===== src/rtl/z80_ld_a_ind_nn_seq_pkg.sv =====
// Shared encodings for the LD A,(nn) bus-cycle sequencer and its M-cycle timer.
package z80_ld_a_ind_nn_seq_pkg;

    localparam logic [7:0] Z80_OP_LD_A_IND_NN = 8'h3A;
    localparam logic [3:0] LD_A_IND_NN_LEN    = 4'd3;

    typedef enum logic [2:0] {
        MC_IDLE   = 3'd0,
        MC_M1     = 3'd1,
        MC_M2     = 3'd2,
        MC_M3     = 3'd3,
        MC_M4     = 3'd4,
        MC_RETIRE = 3'd5,
        MC_UNSUP  = 3'd6
    } mstate_t;

    typedef enum logic [2:0] {
        T_T1 = 3'd0,
        T_T2 = 3'd1,
        T_TW = 3'd2,
        T_T3 = 3'd3,
        T_T4 = 3'd4
    } tstate_t;

    // Operand addresses wrap at 64K like the real address bus.
    function automatic logic [15:0] ip_offset(input logic [15:0] ip, input logic [1:0] off);
        return ip + {14'd0, off};
    endfunction

endpackage


===== src/rtl/z80_mcycle_timer.sv =====
// T-state sequencer for one M-cycle: 4T opcode fetch or 3T memory read, with WAIT insertion.
module z80_mcycle_timer
    import z80_ld_a_ind_nn_seq_pkg::*;
(
    input  logic    clk,
    input  logic    reset,
    input  logic    run,
    input  logic    is_m1,
    input  logic    bus_wait,
    output tstate_t t_next,
    output logic    last_t,
    output logic    capture
);

    tstate_t t_state_r;

    // Next T-state; idle timer parks on T1 so the next M-cycle starts cleanly.
    always_comb begin
        t_next = T_T1;
        if (run) begin
            case (t_state_r)
                T_T1:       t_next = T_T2;
                T_T2, T_TW: t_next = bus_wait ? T_TW : T_T3;
                T_T3:       t_next = is_m1 ? T_T4 : T_T1;
                T_T4:       t_next = T_T1;
                default:    t_next = T_T1;
            endcase
        end else begin
            t_next = T_T1;
        end
    end

    // Opcode fetch samples data when leaving T2/Tw; plain reads sample at the end of T3.
    always_comb begin
        last_t  = 1'b0;
        capture = 1'b0;
        if (run) begin
            last_t  = is_m1 ? (t_state_r == T_T4) : (t_state_r == T_T3);
            capture = is_m1 ? (((t_state_r == T_T2) || (t_state_r == T_TW)) && !bus_wait)
                            : (t_state_r == T_T3);
        end else begin
            last_t  = 1'b0;
            capture = 1'b0;
        end
    end

    // T-state register.
    always_ff @(posedge clk) begin
        if (reset) begin
            t_state_r <= T_T1;
        end else begin
            t_state_r <= t_next;
        end
    end

endmodule


===== src/rtl/z80_ld_a_ind_nn_seq.sv =====
// LD A,(nn) sequencer: M1 fetch, nn_lo/nn_hi operand reads, data read from nn, then A write and retirement.
module z80_ld_a_ind_nn_seq
    import z80_ld_a_ind_nn_seq_pkg::*;
(
    input  logic        clk,
    input  logic        reset,
    input  logic        start,
    input  logic [15:0] ip_in,
    input  logic [7:0]  a_in,
    input  logic        bus_wait,
    input  logic [7:0]  bus_data_in,
    output logic [15:0] bus_addr,
    output logic        bus_rd,
    output logic        bus_m1,
    output logic        busy,
    output logic        a_we,
    output logic [7:0]  a_wdata,
    output logic [15:0] ip_out,
    output logic        unsupported,
    output logic        z80fi_valid,
    output logic [31:0] z80fi_insn,
    output logic [3:0]  z80fi_insn_len,
    output logic [15:0] z80fi_mem_raddr,
    output logic [7:0]  z80fi_mem_rdata,
    output logic [7:0]  z80fi_reg_a_in,
    output logic [15:0] z80fi_reg_ip_in
);

    mstate_t     state_r, state_s;
    tstate_t     t_next_s;
    logic        last_t_s, capture_s, run_s, is_m1_s, latch_s;
    logic [15:0] ip_r, ip_s;
    logic [7:0]  opcode_r, opcode_s, nn_lo_r, nn_lo_s, nn_hi_r, nn_hi_s, data_r, data_s;
    logic [15:0] addr_s;
    logic        rd_s, m1_s;

    assign run_s   = (state_r == MC_M1) || (state_r == MC_M2) ||
                     (state_r == MC_M3) || (state_r == MC_M4);
    assign is_m1_s = (state_r == MC_M1);
    assign latch_s = start && ((state_r == MC_IDLE) || (state_r == MC_RETIRE));

    z80_mcycle_timer u_timer (
        .clk      (clk),
        .reset    (reset),
        .run      (run_s),
        .is_m1    (is_m1_s),
        .bus_wait (bus_wait),
        .t_next   (t_next_s),
        .last_t   (last_t_s),
        .capture  (capture_s)
    );

    // M-cycle sequencing; RETIRE accepts a queued start for back-to-back issue.
    always_comb begin
        state_s = state_r;
        case (state_r)
            MC_IDLE:   state_s = latch_s ? MC_M1 : MC_IDLE;
            MC_M1: begin
                if (last_t_s) begin
                    state_s = (opcode_r == Z80_OP_LD_A_IND_NN) ? MC_M2 : MC_UNSUP;
                end else begin
                    state_s = MC_M1;
                end
            end
            MC_M2:     state_s = last_t_s ? MC_M3 : MC_M2;
            MC_M3:     state_s = last_t_s ? MC_M4 : MC_M3;
            MC_M4:     state_s = last_t_s ? MC_RETIRE : MC_M4;
            MC_RETIRE: state_s = latch_s ? MC_M1 : MC_IDLE;
            MC_UNSUP:  state_s = MC_IDLE;
            default:   state_s = MC_IDLE;
        endcase
    end

    // Byte latches; next values feed the output registers so the bus sees them in the same cycle.
    always_comb begin
        ip_s     = latch_s ? ip_in : ip_r;
        opcode_s = ((state_r == MC_M1) && capture_s) ? bus_data_in : opcode_r;
        nn_lo_s  = ((state_r == MC_M2) && capture_s) ? bus_data_in : nn_lo_r;
        nn_hi_s  = ((state_r == MC_M3) && capture_s) ? bus_data_in : nn_hi_r;
        data_s   = ((state_r == MC_M4) && capture_s) ? bus_data_in : data_r;
    end

    // Bus strobes and address decoded from the upcoming state so the pins come straight off flops.
    always_comb begin
        addr_s = 16'h0000;
        rd_s   = 1'b0;
        m1_s   = 1'b0;
        case (state_s)
            MC_M1: begin
                addr_s = ip_s;
                rd_s   = (t_next_s == T_T1) || (t_next_s == T_T2) || (t_next_s == T_TW);
                m1_s   = rd_s;
            end
            MC_M2: begin
                addr_s = ip_offset(ip_s, 2'd1);
                rd_s   = 1'b1;
            end
            MC_M3: begin
                addr_s = ip_offset(ip_s, 2'd2);
                rd_s   = 1'b1;
            end
            MC_M4: begin
                addr_s = {nn_hi_s, nn_lo_s};
                rd_s   = 1'b1;
            end
            default: begin
                addr_s = 16'h0000;
                rd_s   = 1'b0;
                m1_s   = 1'b0;
            end
        endcase
    end

    // State, latches and registered outputs.
    always_ff @(posedge clk) begin
        if (reset) begin
            state_r         <= MC_IDLE;
            ip_r            <= 16'h0000;
            opcode_r        <= 8'h00;
            nn_lo_r         <= 8'h00;
            nn_hi_r         <= 8'h00;
            data_r          <= 8'h00;
            bus_addr        <= 16'h0000;
            bus_rd          <= 1'b0;
            bus_m1          <= 1'b0;
            busy            <= 1'b0;
            a_we            <= 1'b0;
            a_wdata         <= 8'h00;
            ip_out          <= 16'h0000;
            unsupported     <= 1'b0;
            z80fi_valid     <= 1'b0;
            z80fi_insn      <= 32'h0000_0000;
            z80fi_insn_len  <= 4'd0;
            z80fi_mem_raddr <= 16'h0000;
            z80fi_mem_rdata <= 8'h00;
            z80fi_reg_a_in  <= 8'h00;
            z80fi_reg_ip_in <= 16'h0000;
        end else begin
            state_r     <= state_s;
            ip_r        <= ip_s;
            opcode_r    <= opcode_s;
            nn_lo_r     <= nn_lo_s;
            nn_hi_r     <= nn_hi_s;
            data_r      <= data_s;
            bus_addr    <= addr_s;
            bus_rd      <= rd_s;
            bus_m1      <= m1_s;
            busy        <= (state_s != MC_IDLE);
            a_we        <= (state_s == MC_RETIRE);
            z80fi_valid <= (state_s == MC_RETIRE);
            unsupported <= (state_s == MC_UNSUP);
            if (latch_s) begin
                z80fi_reg_a_in  <= a_in;
                z80fi_reg_ip_in <= ip_in;
            end
            // Retirement payload is frozen on entry to RETIRE and held until the next one.
            if (state_s == MC_RETIRE) begin
                a_wdata         <= data_s;
                ip_out          <= ip_r + 16'd3;
                z80fi_insn      <= {8'h00, nn_hi_r, nn_lo_r, opcode_r};
                z80fi_insn_len  <= LD_A_IND_NN_LEN;
                z80fi_mem_raddr <= {nn_hi_r, nn_lo_r};
                z80fi_mem_rdata <= data_s;
            end
        end
    end

endmodule

===== config.mk =====
export PLATFORM = sky130hd
export DESIGN_NAME = z80_ld_a_ind_nn_seq
export DESIGN_NICKNAME = d
export VERILOG_FILES = /design/src/rtl/z80_ld_a_ind_nn_seq_pkg.sv /design/src/rtl/z80_mcycle_timer.sv /design/src/rtl/z80_ld_a_ind_nn_seq.sv
export SDC_FILE = /design/constraint.sdc
export NUM_CORES = 1
export LEC_CHECK = 0
export BUFFER_PORTS_ARGS = -buffer_cell sky130_fd_sc_hd__buf_2
export CAP_MARGIN = 15
export CORE_UTILIZATION = 48
export CTS_BUF_LIST = sky130_fd_sc_hd__clkbuf_16
export CTS_CLUSTER_SIZE = 25
export DETAILED_ROUTE_END_ITERATION = 7
export GPL_ROUTABILITY_DRIVEN = 0
export PLACE_DENSITY = 0.79
export SLEW_MARGIN = 30
export SYNTH_ARGS = -nofsm -noshare
export SYNTH_HDL_FRONTEND = slang
export SYNTH_HIERARCHICAL = 1
export SYNTH_SLANG_ARGS = --single-unit

===== constraint.sdc =====
create_clock -name clk -period 3.2 [get_ports clk]
set_input_delay 0.64 -clock clk [delete_from_list [all_inputs] [get_ports clk]]
set_output_delay 0.64 -clock clk [all_outputs]
set_load 0.02 [all_outputs]

==> results of run 1 <==
[cell families after synthesis]
family,synth area share (%)
AOI/OAI and AO/OA,17.1
muxes,6.19
and+or+nand+nor,21.9
DFF,43.3
buffers and inverters,7.95
adders and majority gates,0.530
other,0.0547
xor gates and xnor gates,3.07
[path summary, 6_finish.rpt]
path              cells after the start  slack, ns           from                 to
hold reg to reg                       2       0.45  z80fi_insn[6]      z80fi_insn[6]
setup reg to reg                     12       0.25     state_r[0]       bus_addr[11]
hold / removal                        3       0.45        a_in[2]  z80fi_reg_a_in[2]
setup / recovery                     12       0.25     state_r[0]       bus_addr[11]
[worst max-delay path, cell delays in order, from the launching register on]
cell     delay [ns]
dfxtp_1        0.48
buf_4          0.27
xor2_4         0.36
nor2_2         0.06
a21oi_1        0.19
inv_1          0.11
ha_1           0.25
nand4_1        0.17
nor3_1         0.07
mux2i_1        0.34
nor3_1         0.11
o32a_1         0.30
a21oi_1        0.15
[routing by layer]
metal | up-vias | wire (µm)
li1 | 3056 | -
met1 | 2909 | 8180
met4 | 0 | 442
met3 | 34 | 1520
met2 | 304 | 8420
met5 | - | 0
[metrics by stage]
step                hold WS [ns]  util, %
finish                     0.449     59.4
floorplan                  0.431        -
CTS                        0.437     59.3
detailed placement         0.444     55.0
global placement           0.439     55.0
global route               0.453     59.4
[state kept, by name, indices dropped and copies added (netlist names), 3 cells and up]
register / count
z80fi_reg_a_in: 8
z80fi_insn: 8
z80fi_reg_ip_in: 16
bus_addr: 16
z80fi_mem_rdata: 8
nn_hi_r: 8
data_r: 8
opcode_r: 8
u_timer/t_state_r: 3
state_r: 3
nn_lo_r: 8
z80fi_mem_raddr: 16
ip_r: 16
ip_out: 16
[placed cells by master, fill, tap and decap left out, types with 3 or more instances in the layout]
cell	instances
inv_1	8
o21a_1	6
clkbuf_16	17
xor2_1	10
o21ai_1	16
nand4_1	9
a21oi_1	75
a211oi_1	30
nand2b_1	7
or3_1	7
or2_2	5
o21ai_0	11
and2_1	6
conb_1	10
nand3b_1	4
and4_1	4
nor3_1	12
dfxtp_1	148
o32a_1	3
nand2_1	118
bufinv_16	3
xnor2_1	9
buf_2	154
a21boi_1	5
a31oi_1	10
buf_4	28
nor2b_1	4
mux2i_1	41
nor2_1	103
and3_1	4
o22ai_1	10
nor3b_1	3
nand4bb_1	3
nand3_1	18
[cell type report]
class	count	area, µm²	area share [%]
Clock buffer	17	425	5.16
Clock inverter	15	180	2.19
Inverter	9	33.8	0.410
Multi-Input combinational cell	585	3400	41.2
Sequential cell	148	2960	35.9
Tap cell	180	225	2.73
Timing Repair Buffer	184	1020	12.4
[power by group through the flow]
stage | registers [µW] | clock network [µW] | logic [µW]
4_1_cts | 1930 | 2070 | 413
5_1_grt | 1930 | 2150 | 450
6_report | 1930 | 2040 | 417
2_1_floorplan | 1990 | 0 | 246
3_5_place_dp | 1970 | 0 | 409
3_3_place_gp | 1970 | 0 | 406
[timing repair]
action	4_1_cts	5_1_grt
hold buffers	0	0
resized for setup	0	2
endpoints found under the setup margin	0	5
endpoints found under the hold margin	0	0
[synth_stat cells (6+ instances only)]
cell type / number / share of area [%]
or3_1: 7 / 0.64
nand2_1: 118 / 6.5
inv_1: 8 / 0.44
buf_2: 18 / 1.3
and2_1: 6 / 0.55
nor3_1: 12 / 0.88
nand4_1: 9 / 0.82
clkbuf_1: 31 / 1.7
nand2b_1: 7 / 0.64
o21ai_1: 17 / 1.2
o21a_1: 6 / 0.66
o22ai_1: 10 / 0.91
nand3_1: 18 / 1.3
dfxtp_1: 148 / 43
xor2_1: 10 / 1.3
mux2i_1: 41 / 6.0
xnor2_1: 9 / 1.2
a211oi_1: 30 / 3.3
buf_4: 37 / 4.1
nor2_1: 105 / 5.8
o21ai_0: 11 / 0.80
a31oi_1: 10 / 0.91
a21oi_1: 75 / 5.5
==> metrics.md, run 1 <==
| Metric | Value |
|---|---|
| Tcrit/Tclk final | 92.1% |
| Register bit count reported by yosys | between 100 and 150 |
| Clock Power Share | 46.5% |
| CP arrival | 3.30 ns |
| Total grt overflow | 0 |
| Sequential area share after synthesis | between 40% and 50% |
| Dpl cell area | 7630 µm² |
| Total track usage | 25.8% |
| I/O pins | between 150 and 200 |
| FILL cells | 1,220 |
| CP Class | register to register |
| Share of layout cells above drive strength 1 | 24.5% |
| Final Hold Violating Endpoints | 0 |
| Final-report setup violation count | 0 |
| Max-cap check violation count | 0 |
| H-Tree Level Count | 4 |
| Worst-Margin Slew | 0.576 ns |
| Final net count | 983 |
| P per Cell Area | 532 nW/µm² |
| Most Crowded Layer GR | met2 |
| Die area | 14,800 µm² |
| GRT met2 Usage | between 30% and 40% |
| DP HPWL | 13,200 µm |
| Bufs on Longest Clock Path | 2 |
| Post-CTS Repair Setup Buffers | 0 |
| First-pass GRT wire length | 29,200 µm |
| Maximum vdd ir drop | 0.347 mV |
| Grt met1 use | 34.2% |
| Net Sw Frac | between 20 and 30% |
| Vias post-DR | 6,303 |
| Post-synth ARST share | 0% |
| Die height | around 120 µm |
| Wire per inst | 16.3 µm |
| Clock tree root driver cell | clkbuf_16 |
| Post-route design area | 8240 µm² |
| Vias in the first global route | 5,586 |
| CP Data Required Time | roughly 3.6 ns |
| Sequential Power Share | 44.0% |
| CP endpoint kind | register |
| TritonCTS Buffers | 17 |
| Routed Antenna Nets | 0 |
| Static Leakage | 0.00339 µW |
| Largest net degree at the start of global routing | 90 |
| Worst Skew | 0.00870 ns |
| Drt total wl | around 19,000 µm |
| Setup TNS Final | 0 ns |
| Max Freq | 0.339 GHz |
| N_diodes | 0 |
| Fin. max-slew vios | 0 |
| Non-Filler Instances | 1,138 |
| Hold crit path type | input port to register |
| Synth Cell Area | 6850 µm² |
| Clock-pin transition on the worst setup and hold timing paths | around 0.070 ns |
| DRT iter0 DRCs | 735 |
| Die Width | 121 µm |
| Unrepaired setup endpoints after global routing | yes |
| Ys flop type | dfxtp_1 |
| CP max FO | 13 |
| Syn Area/Cell | 8.32 µm² |
| Internal power | 3260 µW |
| Slew headroom | 61.4% |
| Remaining DRCs | 0 |
| Pre-CTS WS | 0.240 ns |
| Area delta synth->final | 20.3% |
| Total clock sinks | between 100 and 150 |
| Startpoint Class | register |
| Final worst setup slack | 0.253 ns |
| CTS tree | yes |
| Yosys warns | 6 |
| Initial antenna violation count | 0 |
| Logic pwr share | 9.5% |
| First drt pass iteration count | 7 |
| PortBufs | roughly 160 |
| Core Area | 13,900 µm² |
| Final min period | 2.95 ns |
| Met3 Use GR | 7.75% |
| Starting Density | about 49% |
| Outcome | completed |
| Post-synthesis cell type count | 68 |
| Tot Pwr | approximately 4400 µW |
| Post-synth EDFFs | 0 |
| # rows | 43 |
| Mapped Cells | between 800 and 900 |
| Via density | around 5.5 |
| Sw Pwr | 1120 µW |
| Later-pin clock latency in the skew report | 0.43 ns |
| Placed cell count | between 1k and 1.5k |
No activity file was read; power rests on OpenSTA's default activity.
==> run 2: changes to the inputs <==
CORE_UTILIZATION = 55   (was 48)
PLACE_DENSITY = 0.85   (was 0.79)
clock period = 3.41 ns   (was 3.2 ns; I/O delays follow)
==> run 2 against run 1 <==
Net effect:
- worst hold slack gained 0.0016 ns
- first-iteration DRC count up 19%
- utilization rose by 8.0 points
- clock-buffer cell count unchanged
- largest power group unchanged
- maximum frequency is 5.4% lower
- combinational power down 7.9%
- clock power fell by 9%
- die area shrank 13%
- via count increased by 2.0%
- power shrank 7.7%
- register-to-register slack improved by 0.04 ns
==> metrics.md, run 2 (same netlist as run 1, synthesis figures left out) <==
| Metric | Value |
|---|---|
| Post-CTS Repair Setup Buffers | 0 (unchanged) |
| N_diodes | 0 (unchanged) |
| Via density | 5.76 (+4.0%) |
| Total clock sinks | 148 (unchanged) |
| P per Cell Area | 498 nW/µm² (-6.4%) |
| CP max-delay cell | nor3b_1 |
| First drt pass iteration count | 6 (-1) |
| FILL cells | 917 (-25%) |
| Max Freq | 0.321 GHz (-5.4%) |
| Static Leakage | 0.00333 µW (-1.8%) |
| Internal power | 2940 µW (-9.9%) |
| Startpoint Class | register |
| Die area | 12,900 µm² (-13%) |
| CP Data Required Time | 3.78 ns (+0.23 ns) |
| Total track usage | 28.7% (+2.9 points) |
| Setup TNS Final | 0 ns (unchanged) |
| Unrepaired setup endpoints after global routing | no |
| CP endpoint kind | register |
| CP Class | register to register |
| Fin. max-slew vios | 0 (unchanged) |
| Hold Buf Count CTS | 0 (unchanged) |
| Initial antenna violation count | 0 (unchanged) |
| I/O pins | 166 (unchanged) |
| Post-CTS sizing | 0 (unchanged) |
| Share of layout cells above drive strength 1 | 23.7% (-0.80 points) |
| Vias post-DR | 6,429 (+2.0%) |
| Die Width | 114 µm (-6.5%) |
| Critical Path Max Stage Delay | 0.58 ns (+0.10 ns) |
| Remaining DRCs | 0 (unchanged) |
| Routed Antenna Nets | 0 (unchanged) |
| Tot Pwr | 4050 µW (-7.7%) |
| Net Sw Frac | 27.4% (+1.8 points) |
| Clock Power Share | 45.8% (-0.7 points) |
| Starting Density | 56.8% (+7.4 points) |
| Bufs on Longest Clock Path | 2 (unchanged) |
| Worst-Margin Slew | 0.694 ns (+0.117 ns) |
| CP Cell Sequence | nor3b_1 > and4bb_1 > o21a_1 > nand3b_1 > nor4_1 > or2_1 > buf_4 > a221oi_1 > a211oi_1 > o21a_1 |
| Clock tree root driver cell | clkbuf_16 |
| H-Tree Level Count | 4 (unchanged) |
| Core Area | 12,100 µm² (-13%) |
| Later-pin clock latency in the skew report | 0.42 ns (about the same) |
| Sw Pwr | 1110 µW (-1.4%) |
| DRT iter0 DRCs | 873 (+19%) |
| DP HPWL | 12,600 µm (-4.5%) |
| Drt total wl | 18,300 µm (-1.4%) |
| Placed cell count | 1,084 (-2.0%) |
| Layout Utilization | 67.4% (+8.0 points) |
| Sequential Power Share | 44.7% (+0.7 points) |
| PortBufs | 155 (unchanged) |
| Hold WS | 0.450 ns (+0.00160 ns) |
| Total grt overflow | 0 (unchanged) |
| Final net count | 973 (-1.0%) |
| Cell mode on critical path | o21a_1 |
| Outcome | completed |
| Final min period | 3.12 ns (+0.169 ns) |
| Largest net degree at the start of global routing | 89 (-1.1%) |
| # rows | 40 (-7.0%) |
| Final-report setup violation count | 0 (unchanged) |
| Non-Filler Instances | 1,116 (-1.9%) |
| First-pass GRT wire length | 28,600 µm (-1.8%) |
| Max-cap check violation count | 0 (unchanged) |
| Most common library cell in the layout ignoring fill and taps | buf_2 |
| CP max FO | 10 (-3) |
| Maximum vdd ir drop | 0.396 mV (+14%) |
| Vias in the first global route | 5,514 (-1.3%) |
| Worst Skew | 0.00990 ns (+0.00121 ns) |
| Hold crit path type | register to register |
| Die height | 114 µm (-6.5%) |
| CTS tree | yes |
| Slew headroom | 53.7% (-7.7 points) |
| Clock-pin transition on the worst setup and hold timing paths | 0.07 ns (about the same) |
| Tcrit/Tclk final | 91.4% (-0.70 points) |
| CP arrival | 3.48 ns (+0.18 ns) |
| Final Hold Violating Endpoints | 0 (unchanged) |
| Wire per inst | 16.4 µm (+0.58%) |
| Area delta synth->final | 18.6% |
| TritonCTS Buffers | 17 (unchanged) |
| Area of the multi-input gates | 3390 µm² (-0.26%) |
| Sequential Area | 2960 µm² (unchanged) |
| Logic pwr share | 9.5% (about the same) |
| Most frequent cells in the layout | buf_2 (154), dfxtp_1 (148), nand2_1 (118) |
[run 2: critical path: cells and delay by family, from the launching register on]
family                 cells  cell delay, ns
and+or+nand+nor            5            1.67
DFF                        1            0.32
buffers and inverters      1            0.22
AOI/OAI and AO/OA          4            0.86
[run 2: layout make-up]
type	instances	area share, %
multi-input combinational	585	41.7
sequential	148	36.5
timing repair buffer	174	11.6
clock buffer	17	5.23
tap	168	2.59
clock inverter	15	1.99
inverter	9	0.416
[run 2: worst paths after layout]
| kind | from | endpoint | slack (ns) | cells past startpoint |
|---|---|---|---|---|
| worst max register to register | state_r[0] | bus_addr[7] | 0.29 | 10 |
| worst min register to register | nn_lo_r[6] | z80fi_mem_raddr[6] | 0.45 | 2 |
| worst max-delay path | state_r[0] | bus_addr[7] | 0.29 | 10 |
| worst min-delay path | nn_lo_r[6] | z80fi_mem_raddr[6] | 0.45 | 2 |
[run 2: per-stage QoR]
| step | setup slack, ns | area (µm²) |
|---|---|---|
| floorplan | 0.324 | 6880 |
| global placement | 0.451 | 7540 |
| detailed placement | 0.354 | 7540 |
| CTS | 0.368 | 8130 |
| global route | 0.0699 | 8130 |
| finish | 0.293 | 8130 |
[run 2: power groups by stage]
stage	clock network [µW]	registers (µW)	logic (µW)
3_5_place_dp	0	1850	374
2_1_floorplan	0	1870	231
6_report	1850	1810	384
4_1_cts	1860	1810	377
5_1_grt	1960	1810	413
3_3_place_gp	0	1850	371
[run 2: metal layers]
metal  track usage, %  routed length, µm  up-vias
li1                 -                  -     3036
met1             38.3               7720     2923
met2             44.5               8210      410
met3             7.49               1790       60
met4             10.6                602        0
met5                0                  0        -
